[config.mk]
export PLATFORM = sky130hd
export DESIGN_NAME = exec_ctrl
export DESIGN_NICKNAME = d
export VERILOG_FILES = /design/src/rtl/exec_ctrl.sv
export SDC_FILE = /design/constraint.sdc
export NUM_CORES = 1
export LEC_CHECK = 0
export CAP_MARGIN = 20
export CORE_MARGIN = 2
export CORE_UTILIZATION = 32
export CTS_CLUSTER_SIZE = 8
export DETAILED_ROUTE_END_ITERATION = 10
export PLACE_DENSITY = 0.57
export SETUP_SLACK_MARGIN = 0.5
export SLEW_MARGIN = 20
export SYNTH_ARGS = -nofsm -noshare
export SYNTH_HDL_FRONTEND = slang
export SYNTH_SLANG_ARGS = --single-unit
[constraint.sdc]
create_clock -name clk -period 3.75 [get_ports clk]
set_input_delay 0.75 -clock clk [delete_from_list [all_inputs] [get_ports clk]]
set_output_delay 0.75 -clock clk [all_outputs]
set_load 0.02 [all_outputs]
[src/rtl/exec_ctrl.sv]
// Execution controller: debounced run/step/halt buttons drive a small FSM that gates the
// core's pc/regfile/memory write enables, with PC breakpoint, HALT stop and an instruction counter.
module exec_ctrl #(
    parameter int PC_W      = 9,
    parameter int DB_CYCLES = 16,
    parameter int CNT_W     = 26
) (
    input  logic             clk,
    input  logic             rst_n,
    input  logic             btn_run,
    input  logic             btn_step,
    input  logic             btn_halt,
    input  logic             bp_en,
    input  logic [PC_W-1:0]  bp_addr,
    input  logic [PC_W-1:0]  pc,
    input  logic             op_halt,
    input  logic             pc_we_in,
    input  logic             reg_we_in,
    input  logic             mem_we_in,
    output logic             pc_we,
    output logic             reg_we,
    output logic             mem_we,
    output logic [1:0]       state,
    output logic             bp_hit,
    output logic [CNT_W-1:0] icnt
);

    localparam int DB_W = $clog2(DB_CYCLES);
    localparam logic [DB_W-1:0] DB_MAX = DB_W'(DB_CYCLES - 1);

    typedef enum logic [1:0] {
        S_IDLE  = 2'd0,
        S_RUN   = 2'd1,
        S_STEP  = 2'd2,
        S_BREAK = 2'd3
    } state_t;

    // Button lanes: bit 0 run, bit 1 step, bit 2 halt.
    logic [2:0]            btn_raw;
    logic [2:0]            sync1_q, sync1_d;
    logic [2:0]            sync2_q, sync2_d;
    logic [2:0]            db_q, db_d;
    logic [2:0]            db_prev_q, db_prev_d;
    logic [2:0]            pulse_q, pulse_d;
    logic [2:0][DB_W-1:0]  cnt_q, cnt_d;

    state_t                state_q, state_d;
    logic                  resume_q, resume_d;
    logic                  bp_hit_q, bp_hit_d;
    logic [CNT_W-1:0]      icnt_q, icnt_d;

    logic                  act_run, act_step, act_halt;
    logic                  blk, en;

    assign btn_raw = {btn_halt, btn_step, btn_run};

    always_comb begin
        sync1_d   = btn_raw;
        sync2_d   = sync1_q;
        db_d      = db_q;
        cnt_d     = cnt_q;
        db_prev_d = db_q;
        pulse_d   = db_q & ~db_prev_q;
        for (int i = 0; i < 3; i++) begin
            if (sync2_q[i] != db_q[i]) begin
                if (cnt_q[i] == DB_MAX) begin
                    db_d[i]  = sync2_q[i];
                    cnt_d[i] = '0;
                end else begin
                    cnt_d[i] = cnt_q[i] + 1'b1;
                end
            end else begin
                cnt_d[i] = '0;
            end
        end
    end

    always_ff @(posedge clk or negedge rst_n) begin
        if (!rst_n) begin
            sync1_q   <= '0;
            sync2_q   <= '0;
            db_q      <= '0;
            db_prev_q <= '0;
            pulse_q   <= '0;
            cnt_q     <= '0;
        end else begin
            sync1_q   <= sync1_d;
            sync2_q   <= sync2_d;
            db_q      <= db_d;
            db_prev_q <= db_prev_d;
            pulse_q   <= pulse_d;
            cnt_q     <= cnt_d;
        end
    end

    always_comb begin
        act_halt = pulse_q[2];
        act_step = pulse_q[1] & ~pulse_q[2];
        act_run  = pulse_q[0] & ~pulse_q[1] & ~pulse_q[2];

        // resume lets the first instruction after a (re)start sit on the breakpoint address.
        blk = op_halt | ((state_q == S_RUN) & bp_en & (pc == bp_addr) & ~resume_q);
        en  = ((state_q == S_RUN) | (state_q == S_STEP)) & ~blk;

        state_d  = state_q;
        resume_d = resume_q & ~en;

        case (state_q)
            S_IDLE, S_BREAK: begin
                if (act_halt) begin
                    state_d = S_IDLE;
                end else if (act_step) begin
                    state_d = S_STEP;
                end else if (act_run) begin
                    state_d  = S_RUN;
                    resume_d = 1'b1;
                end
            end
            S_RUN: begin
                if (act_halt) begin
                    state_d = S_IDLE;
                end else if (blk) begin
                    state_d = S_BREAK;
                end
            end
            S_STEP: begin
                // A halt press during the step cycle is absorbed: the step still completes.
                state_d = op_halt ? S_BREAK : S_IDLE;
            end
            default: state_d = S_IDLE;
        endcase

        bp_hit_d = (state_d == S_BREAK);
        icnt_d   = (en && (icnt_q != '1)) ? icnt_q + 1'b1 : icnt_q;
    end

    always_ff @(posedge clk or negedge rst_n) begin
        if (!rst_n) begin
            state_q  <= S_IDLE;
            resume_q <= 1'b0;
            bp_hit_q <= 1'b0;
            icnt_q   <= '0;
        end else begin
            state_q  <= state_d;
            resume_q <= resume_d;
            bp_hit_q <= bp_hit_d;
            icnt_q   <= icnt_d;
        end
    end

    assign pc_we  = pc_we_in  & en;
    assign reg_we = reg_we_in & en;
    assign mem_we = mem_we_in & en;
    assign state  = state_q;
    assign bp_hit = bp_hit_q;
    assign icnt   = icnt_q;

endmodule

== After elaboration in Yosys (flattened, before gate mapping) ==
Index checks and enable logic that the tools add are counted.
Widths: inputs -> output; s select.

* Flip-flop bits (word level): 57
* Input bits: 28
* Output and inout port bits: 32
* Word-level logic and storage cells: 73

* Add/sub/neg operators: 4
* Equality and inequality tests: 12
* Mux-type cells: 17
* Bitwise gates (word level): 20
* Reduce and logical (&&, ||, !) cells: 6

{| class="wikitable"
|+ Operators by type and width
! kind !! count
|-
| $add 26x1->26 const B || 1
|-
| $ne 26x26->1 const B || 1
|-
| $mux 4 || 6
|-
| $add 4x1->4 const B || 3
|-
| $eq 4x4->1 const B || 3
|-
| $mux 2 || 6
|-
| $and 1x1->1 || 11
|-
| $eq 9x9->1 || 1
|-
| $eq 2x2->1 const B || 3
|-
| $pmux 2 s3 || 1
|-
| $reduce_and 2->1 || 3
|-
| $not 1->1 || 5
|-
| $mux 1 || 4
|-
| $and 3x3->3 || 1
|-
| $ne 1x1->1 || 3
|-
| $not 3->3 || 1
|-
| $eq 2x1->1 const B || 1
|-
| $logic_not 2->1 || 1
|-
| $or 1x1->1 || 2
|-
| $reduce_or 2->1 || 1
|-
| $logic_and 1x1->1 || 1
|}

== Depth between registers and ports, before layout ==
Gate-level depths: netlist (run 1).

* Depth after elaboration: 13
* Mapped depth: 9
* Depth with buffers taken out: 7

== Worst setup path after synthesis (run 1) ==
Ideal clock, no wire load.

* Path kind: input port to output port
* From: in bp_addr[5]
* To: out mem_we
* Data arrival time: 1.985 ns
* Slack: 1.015 ns
* Stages: 7
* Path through: xor2_1 nor4_1 a31o_2 buf_6 buf_6 nor2_1 and2_1

* Word-level cells in the longest chain between the ends: 7

{| class="wikitable"
|+ Ends and longest elaborated chain
! item !! line !! text
|-
| from (decl) || 14 || <nowiki>input logic [PC_W-1:0] bp_addr,</nowiki>
|-
| $eq 9x9->1 || 102 || <nowiki>blk = op_halt | ((state_q == S_RUN) & bp_en & (pc == bp_addr) & ~resume_q);</nowiki>
|-
| $and 1x1->1 (2 in series) || 102 ||
|-
| $or 1x1->1 || 102 ||
|-
| $not 1->1 || 103 || <nowiki>en = ((state_q == S_RUN) | (state_q == S_STEP)) & ~blk;</nowiki>
|-
| $and 1x1->1 || 103 ||
|-
| $and 1x1->1 || 153 || <nowiki>assign mem_we = mem_we_in & en;</nowiki>
|-
| to (decl) || 22 || <nowiki>output logic mem_we,</nowiki>
|}

No other way between the ends.

== Worst setup path after layout (run 1) ==
* From: in bp_addr[4]
* To: out reg_we

* Word-level cells in the longest chain between the ends: 7

{| class="wikitable"
|+ Ends and longest elaborated chain
! item !! line !! text
|-
| $eq 9x9->1 || 102 ||
|-
| $and 1x1->1 (2 in series) || 102 ||
|-
| $or 1x1->1 || 102 ||
|-
| $not 1->1 || 103 ||
|-
| $and 1x1->1 || 103 ||
|-
| $and 1x1->1 || 152 || <nowiki>assign reg_we = reg_we_in & en;</nowiki>
|-
| to (decl) || 21 || <nowiki>output logic reg_we,</nowiki>
|}

No other way between the ends.

==> results.cfg, run 1 <==
[layout]
final_cell_count_no_fill = 420
multi_input_area_mm2 = 0.00128
num_antenna_cells = 0
area_growth_pct = 32.2
nNetsFinal = 348
nFillCells = 807
ff_latch_area_mm2 = 0.00143
layout-drive-gt1-share_pct = 11.7

[critical_path]
reg2reg_from = state[0]
ff2ff_setup_slack_ns = 1.54
critPathArrivalTime_ns = 2.33
crit_required_ns = 3.00
path_class = in2out
startpoint = bp_addr[4]
r2r_end = icnt[21]
cp_max_fo = 3
endpoint = reg_we
reg2reg_depth = 7
start_kind = input pin
end_kind = primary output

[drt]
drtIter0Drc = 61
drcViolationCount = 0
drt-vias-per-instance = 4.95
ant_nets = 0
firstDrtPassIters = 4
route.vias.total = 2078
routed_wl_mm = 5.61
post_drt_wl_per_cell_um = 13.4

[power]
ir_drop_v = 0.000251
p_leak_nw = 1.51
powerDensity_mw_per_mm2 = 397

[die]
die_h_um = 96.7
core_mm2 = 0.00826
start_util_pct = 33.3
std_cell_rows = 33
die_x_um = 96.7
die_area_mm2 = 0.00935
ioPinCount = 60

[logic_synthesis]
ys_types = 45
synth_nets = 279
async_reset_ff_share_pct = 100
synth-seq-cells = 57
yosysSeqAreaShare_pct = 51.9
ys_warn_count = 0
syn_inst = 245
synth_area_leader_cell = dfrtp_1
yosysMostFrequentCell = dfrtp_1
syn_area_mm2 = 0.00275
ys_top_cells_by_count = dfrtp_1 (57), xor2_1 (24), nand3_1 (17)
synth_edf_count = 0
synthTopCellsByArea = dfrtp_1 (52%), xor2_1 (7.6%), xnor2_1 (4.8%)
ys.flop_type = dfrtp_1
synth_top_area_share_pct = 51.9
postSynthAreaPerCell_um2 = 11.2

[cts]
clk_pin_slew_ns = 0.06
h-tree-depth = 3
clk_latency_ns = 0.32
cts_buffer_depth = 2
cts_tree = built
post_cts_buffers = 0
cts_buffers = 9
cts_root_buf = clkbuf_8
numClockSinks = 57

[sta]
max-slew-margin-rel_pct = 52.7
fmax_ghz = 0.325
finalMaxSlewViolations = 0
fin_crit_sh_pct = 82.0
setup_tns_ns = 0
grt_setup_unrepaired = false
post-route-min-period_ns = 3.08
worst_pin_slew_ns = 0.709
hold_violations = 0
finalSetupViolCount = 0
final.setup_skew_ns = 0.00886

[flow_run]
max_cap_violations = 0

[placed_design]
hpwlAfterDp_mm = 4.05
port_buffers = 59
gp_congestion = 0.782
placedCellCount = 408

[global_routing]
grt_use_total_pct = 12.6
antenna_found_initial = 0
grt_max_degree = 58
gr-total-overflow = 0
grt_pass1_wl_mm = 9.53
grt_pass1_vias = 2041

[status]
status = finished clean

[hold_path]
hold_path.class = reg2reg
hold_depth = 0
==> repair_timing <==
action / CTS / global route
cloned: 0 / 0
hold buffers: 0 / 0
endpoints found under the setup margin: 3 / 3
resized for setup: 1 / 4
==> sequential cells by signal, indices dropped and copies added (netlist names), 2 cells and up <==
register,flops
pulse_q,3
state,2
db_prev_d,3
db_prev_q,3
icnt,26
sync2_q,3
cnt_q,12
sync1_q,3
==> worst min-delay path by stage <==
stage / startpoint / end / slack, ns
after floorplan: sync1_q[0] / sync2_q[0] / 0.33
after global placement: sync1_q[2] / sync2_q[2] / 0.33
after detailed placement: sync1_q[1] / sync2_q[1] / 0.33
after CTS: sync1_q[1] / sync2_q[1] / 0.35
after global routing: sync1_q[0] / sync2_q[0] / 0.36
final: sync1_q[1] / sync2_q[1] / 0.35
==> metrics by stage <==
step	util, %	hold WS (ns)	instance area (µm²)	setup slack [ns]	power [mW]
floorplan	-	0.331	2750	1.02	0.850
global placement	41.9	0.334	3460	0.268	0.988
detailed placement	41.9	0.335	3460	0.252	0.990
CTS	43.9	0.348	3620	0.318	1.47
global route	44.0	0.360	3640	0.578	1.52
finish	44.0	0.347	3640	0.673	1.44
==> report_power, final <==
group          leakage, nW  internal, mW  switching [mW]
clock               0.0830         0.259           0.206
combinational        0.690         0.131           0.140
sequential           0.742         0.657          0.0494
==> cells in the final DEF, fill, tap and decap left out, drive strengths merged, types with 8 or more instances in the layout <==
master / count
xnor2: 15
clkbuf: 11
nor3: 9
nor2: 13
xor2: 24
clkdlybuf4s50: 55
nand3: 18
dfrtp: 57
nand4: 9
nand2: 13
nor3b: 8
==> area by class of cell <==
class	instances	share of cell area, %
multi-input cells	177	35.1
inverters	6	0.619
flip-flops and latches	57	39.2
well taps	105	3.61
clock inverters	1	0.138
clock buffers	11	4.16
repair buffers	63	17.1
==> routing by layer <==
metal	track usage [%]	vias to the layer above	share of wire, %
met3	4.05	5	4.4
met5	0	-	0
met4	4.77	0	0.75
met2	22.0	48	52
li1	-	1007	-
met1	14.3	1018	43
==> cells by family (layout without fill, tap and decap cells) <==
family | Yosys count | after routing | share of synthesized area (%)
flops | 57 | 57 | 51.9
simple gates | 107 | 107 | 24.6
fa+ha+maj | 6 | 6 | 2.73
xor+xnor | 39 | 39 | 12.4
buf+inv | 11 | 81 | 2.05
compound gates | 21 | 21 | 4.69
mux | 4 | 4 | 1.64
==> critical path, cell delays in order <==
cell             delay [ns]
clkdlybuf4s50_1        0.41
xor2_1                 0.16
nor4_1                 0.36
a31o_2                 0.23
nor2_2                 0.05
and2_1                 0.15
dlymetal6s2s_1         0.21
Note: power is estimated with default switching activity, not from simulation.
==> run 2: changes to the inputs <==
Clock period 3.75 ns to 3.1 ns, I/O delays scaled along.
==> run 2 against run 1 <==
- clock power rose by 69%
- highest routed layer unchanged
- clock skew fell by 0.00070 ns
- routed wire length rose by 0.87%
- register-to-register slack got worse by 0.63 ns
- worst setup slack got worse by 0.13 ns
- largest cell class unchanged
- utilization rose by 0.94 points
- critical path type unchanged
==> results.cfg, run 2 (synthesis results as in run 1) <==
[power]
power.switching_mw = 0.506
clockPowerShare_pct = 39.9
swShare_pct = 25.7
ir_drop_v = 0.000295
power_mw = 1.97
combPwrFrac_pct = 16.7
p_leak_nw = 1.54
powerDensity_mw_per_mm2 = 531
seqPwrFrac_pct = 43.4
intPower_mw = 1.47

[layout]
num_antenna_cells = 0
layout-drive-gt1-share_pct = 15.4
layout_common_cells = dfrtp_1 (57), clkdlybuf4s50_1 (37), xor2_1 (24), dlygate4sd2_1 (18), nand3_1 (17)
multi_input_area_mm2 = 0.00130
final_common_cell = dfrtp_1
final_cell_area_mm2 = 0.00371
ff_latch_area_mm2 = 0.00143
area_growth_pct = 35.0
nNetsFinal = 349
nFillCells = 785
largest_reg_flops = 26

[critical_path]
ff2ff_setup_slack_ns = 0.91
path_delay_family = simple AND/OR/NAND/NOR gates
end_kind = primary output
critPathArrivalTime_ns = 1.93
crit_chain = dlygate4sd2_1 > xor2_1 > nor4_2 > a31o_2 > nor2_4 > and2_4 > buf_6
crit_required_ns = 2.48
path_class = in2out
slowest_delay_ns = 0.33
critPathSlowestCell = nor4_2
path_buf_inv = 2
start_kind = input pin
cp_max_fo = 3

[drt]
firstDrtPassIters = 4
route.vias.total = 2070
routed_wl_mm = 5.66
drcViolationCount = 0
drtIter0Drc = 52
ant_nets = 0
drt-vias-per-instance = 4.88
post_drt_wl_per_cell_um = 13.4

[sta]
worst_pin_slew_ns = 1.01
grt_setup_unrepaired = false
setup_slack_ns = 0.547
finalMaxSlewViolations = 0
setup_tns_ns = 0
final.setup_skew_ns = 0.00816
hold_violations = 0
max-slew-margin-rel_pct = 32.6
post-route-min-period_ns = 2.55
fin_crit_sh_pct = 82.3
finalSetupViolCount = 0
fmax_ghz = 0.392

[global_routing]
grt_use_total_pct = 12.8
grt_max_degree = 58
grt_pass1_vias = 2045
grt_pass1_wl_mm = 9.62
gr-total-overflow = 0
antenna_found_initial = 0

[status]
status = finished clean

[cts]
clk_pin_slew_ns = 0.06
cts_buffer_depth = 2
cts_tree = built
numClockSinks = 57
cts_hold_buf = 0
cts_root_buf = clkbuf_8
clk_latency_ns = 0.34
h-tree-depth = 3
cts_buffers = 9

[die]
start_util_pct = 33.3
ioPinCount = 60
std_cell_rows = 33
die_area_mm2 = 0.00935
core_mm2 = 0.00826
die_h_um = 96.7
die_x_um = 96.7

[placed_design]
port_buffers = 59
post_dp_cell_area_mm2 = 0.00346
gp_congestion = 0.795
place_ws_ns = -0.119
hpwlAfterDp_mm = 3.96

[hold_path]
hold_path.class = reg2reg

[flow_run]
max_cap_violations = 0
[run 2: cell types whose count changed in the layout (fill, tap and decap cells not counted), moves of 2 or more]
cell	change
and2_4	+3
and2_1	-3
buf_6	+3
dlymetal6s2s_1	-3
bufinv_16	+2
clkdlybuf4s50_1	-18
dlygate4sd2_1	+18
[run 2: worst paths after layout]
check,depth (start not counted),startpoint,end
worst max-delay path,7,pc[5],pc_we
worst min-delay path,0,sync1_q[0],sync2_q[0]
worst max register to register,7,state[0],icnt[21]
worst min register to register,0,sync1_q[0],sync2_q[0]
max in group asynchronous,2,rst_n,state[0]
min in group asynchronous,2,rst_n,icnt[9]
[run 2: worst reg2reg max path: cells and delay by family (launching register included)]
family | cells | cell delay [ns]
AOI/OAI and AO/OA | 1 | 0.31
xor gates and xnor gates | 1 | 0.16
and+or+nand+nor | 2 | 0.63
buffers and inverters | 2 | 0.29
DFF | 1 | 0.41
adders and majority gates | 1 | 0.33
[run 2: final cells by class]
class	count	area share (%)
sequential	57	38.4
clock buffer	13	4.55
inverter	6	0.606
multi-input combinational	177	35.0
tap	105	3.54
timing repair buffer	64	16.3
clock inverter	2	1.62
[run 2: per-layer routing]
layer | global-route usage, % | routed length, µm | up-vias
li1 | - | - | 1012
met1 | 14.3 | 2390 | 1006
met2 | 22.0 | 2940 | 48
met3 | 4.77 | 295 | 4
met4 | 5.53 | 41 | 0
met5 | 0 | 0 | -
[run 2: timing repair]
action                     in CTS  in global routing
setup buffers                   1                  1
setup endpoints to repair       3                  3
gates cloned                    0                  0
resized for setup              44                  1
pin swaps                      15                  5
[run 2: power by group through the flow]
stage,Combinational [mW],Clock [mW],Sequential (mW)
after floorplan,0.135,0,0.893
after global placement,0.329,0,0.865
after detailed placement,0.330,0,0.866
final,0.330,0.787,0.855
after global routing,0.362,0.853,0.863
after CTS,0.335,0.818,0.853
[run 2: per-stage QoR]
stage	cells	util [%]	hold slack, ns
6_report	424	45.0	0.348
5_1_grt	424	45.0	0.358
4_1_cts	423	44.9	0.353
3_5_place_dp	407	41.8	0.338
3_3_place_gp	407	41.8	0.333
2_1_floorplan	245	-	0.324
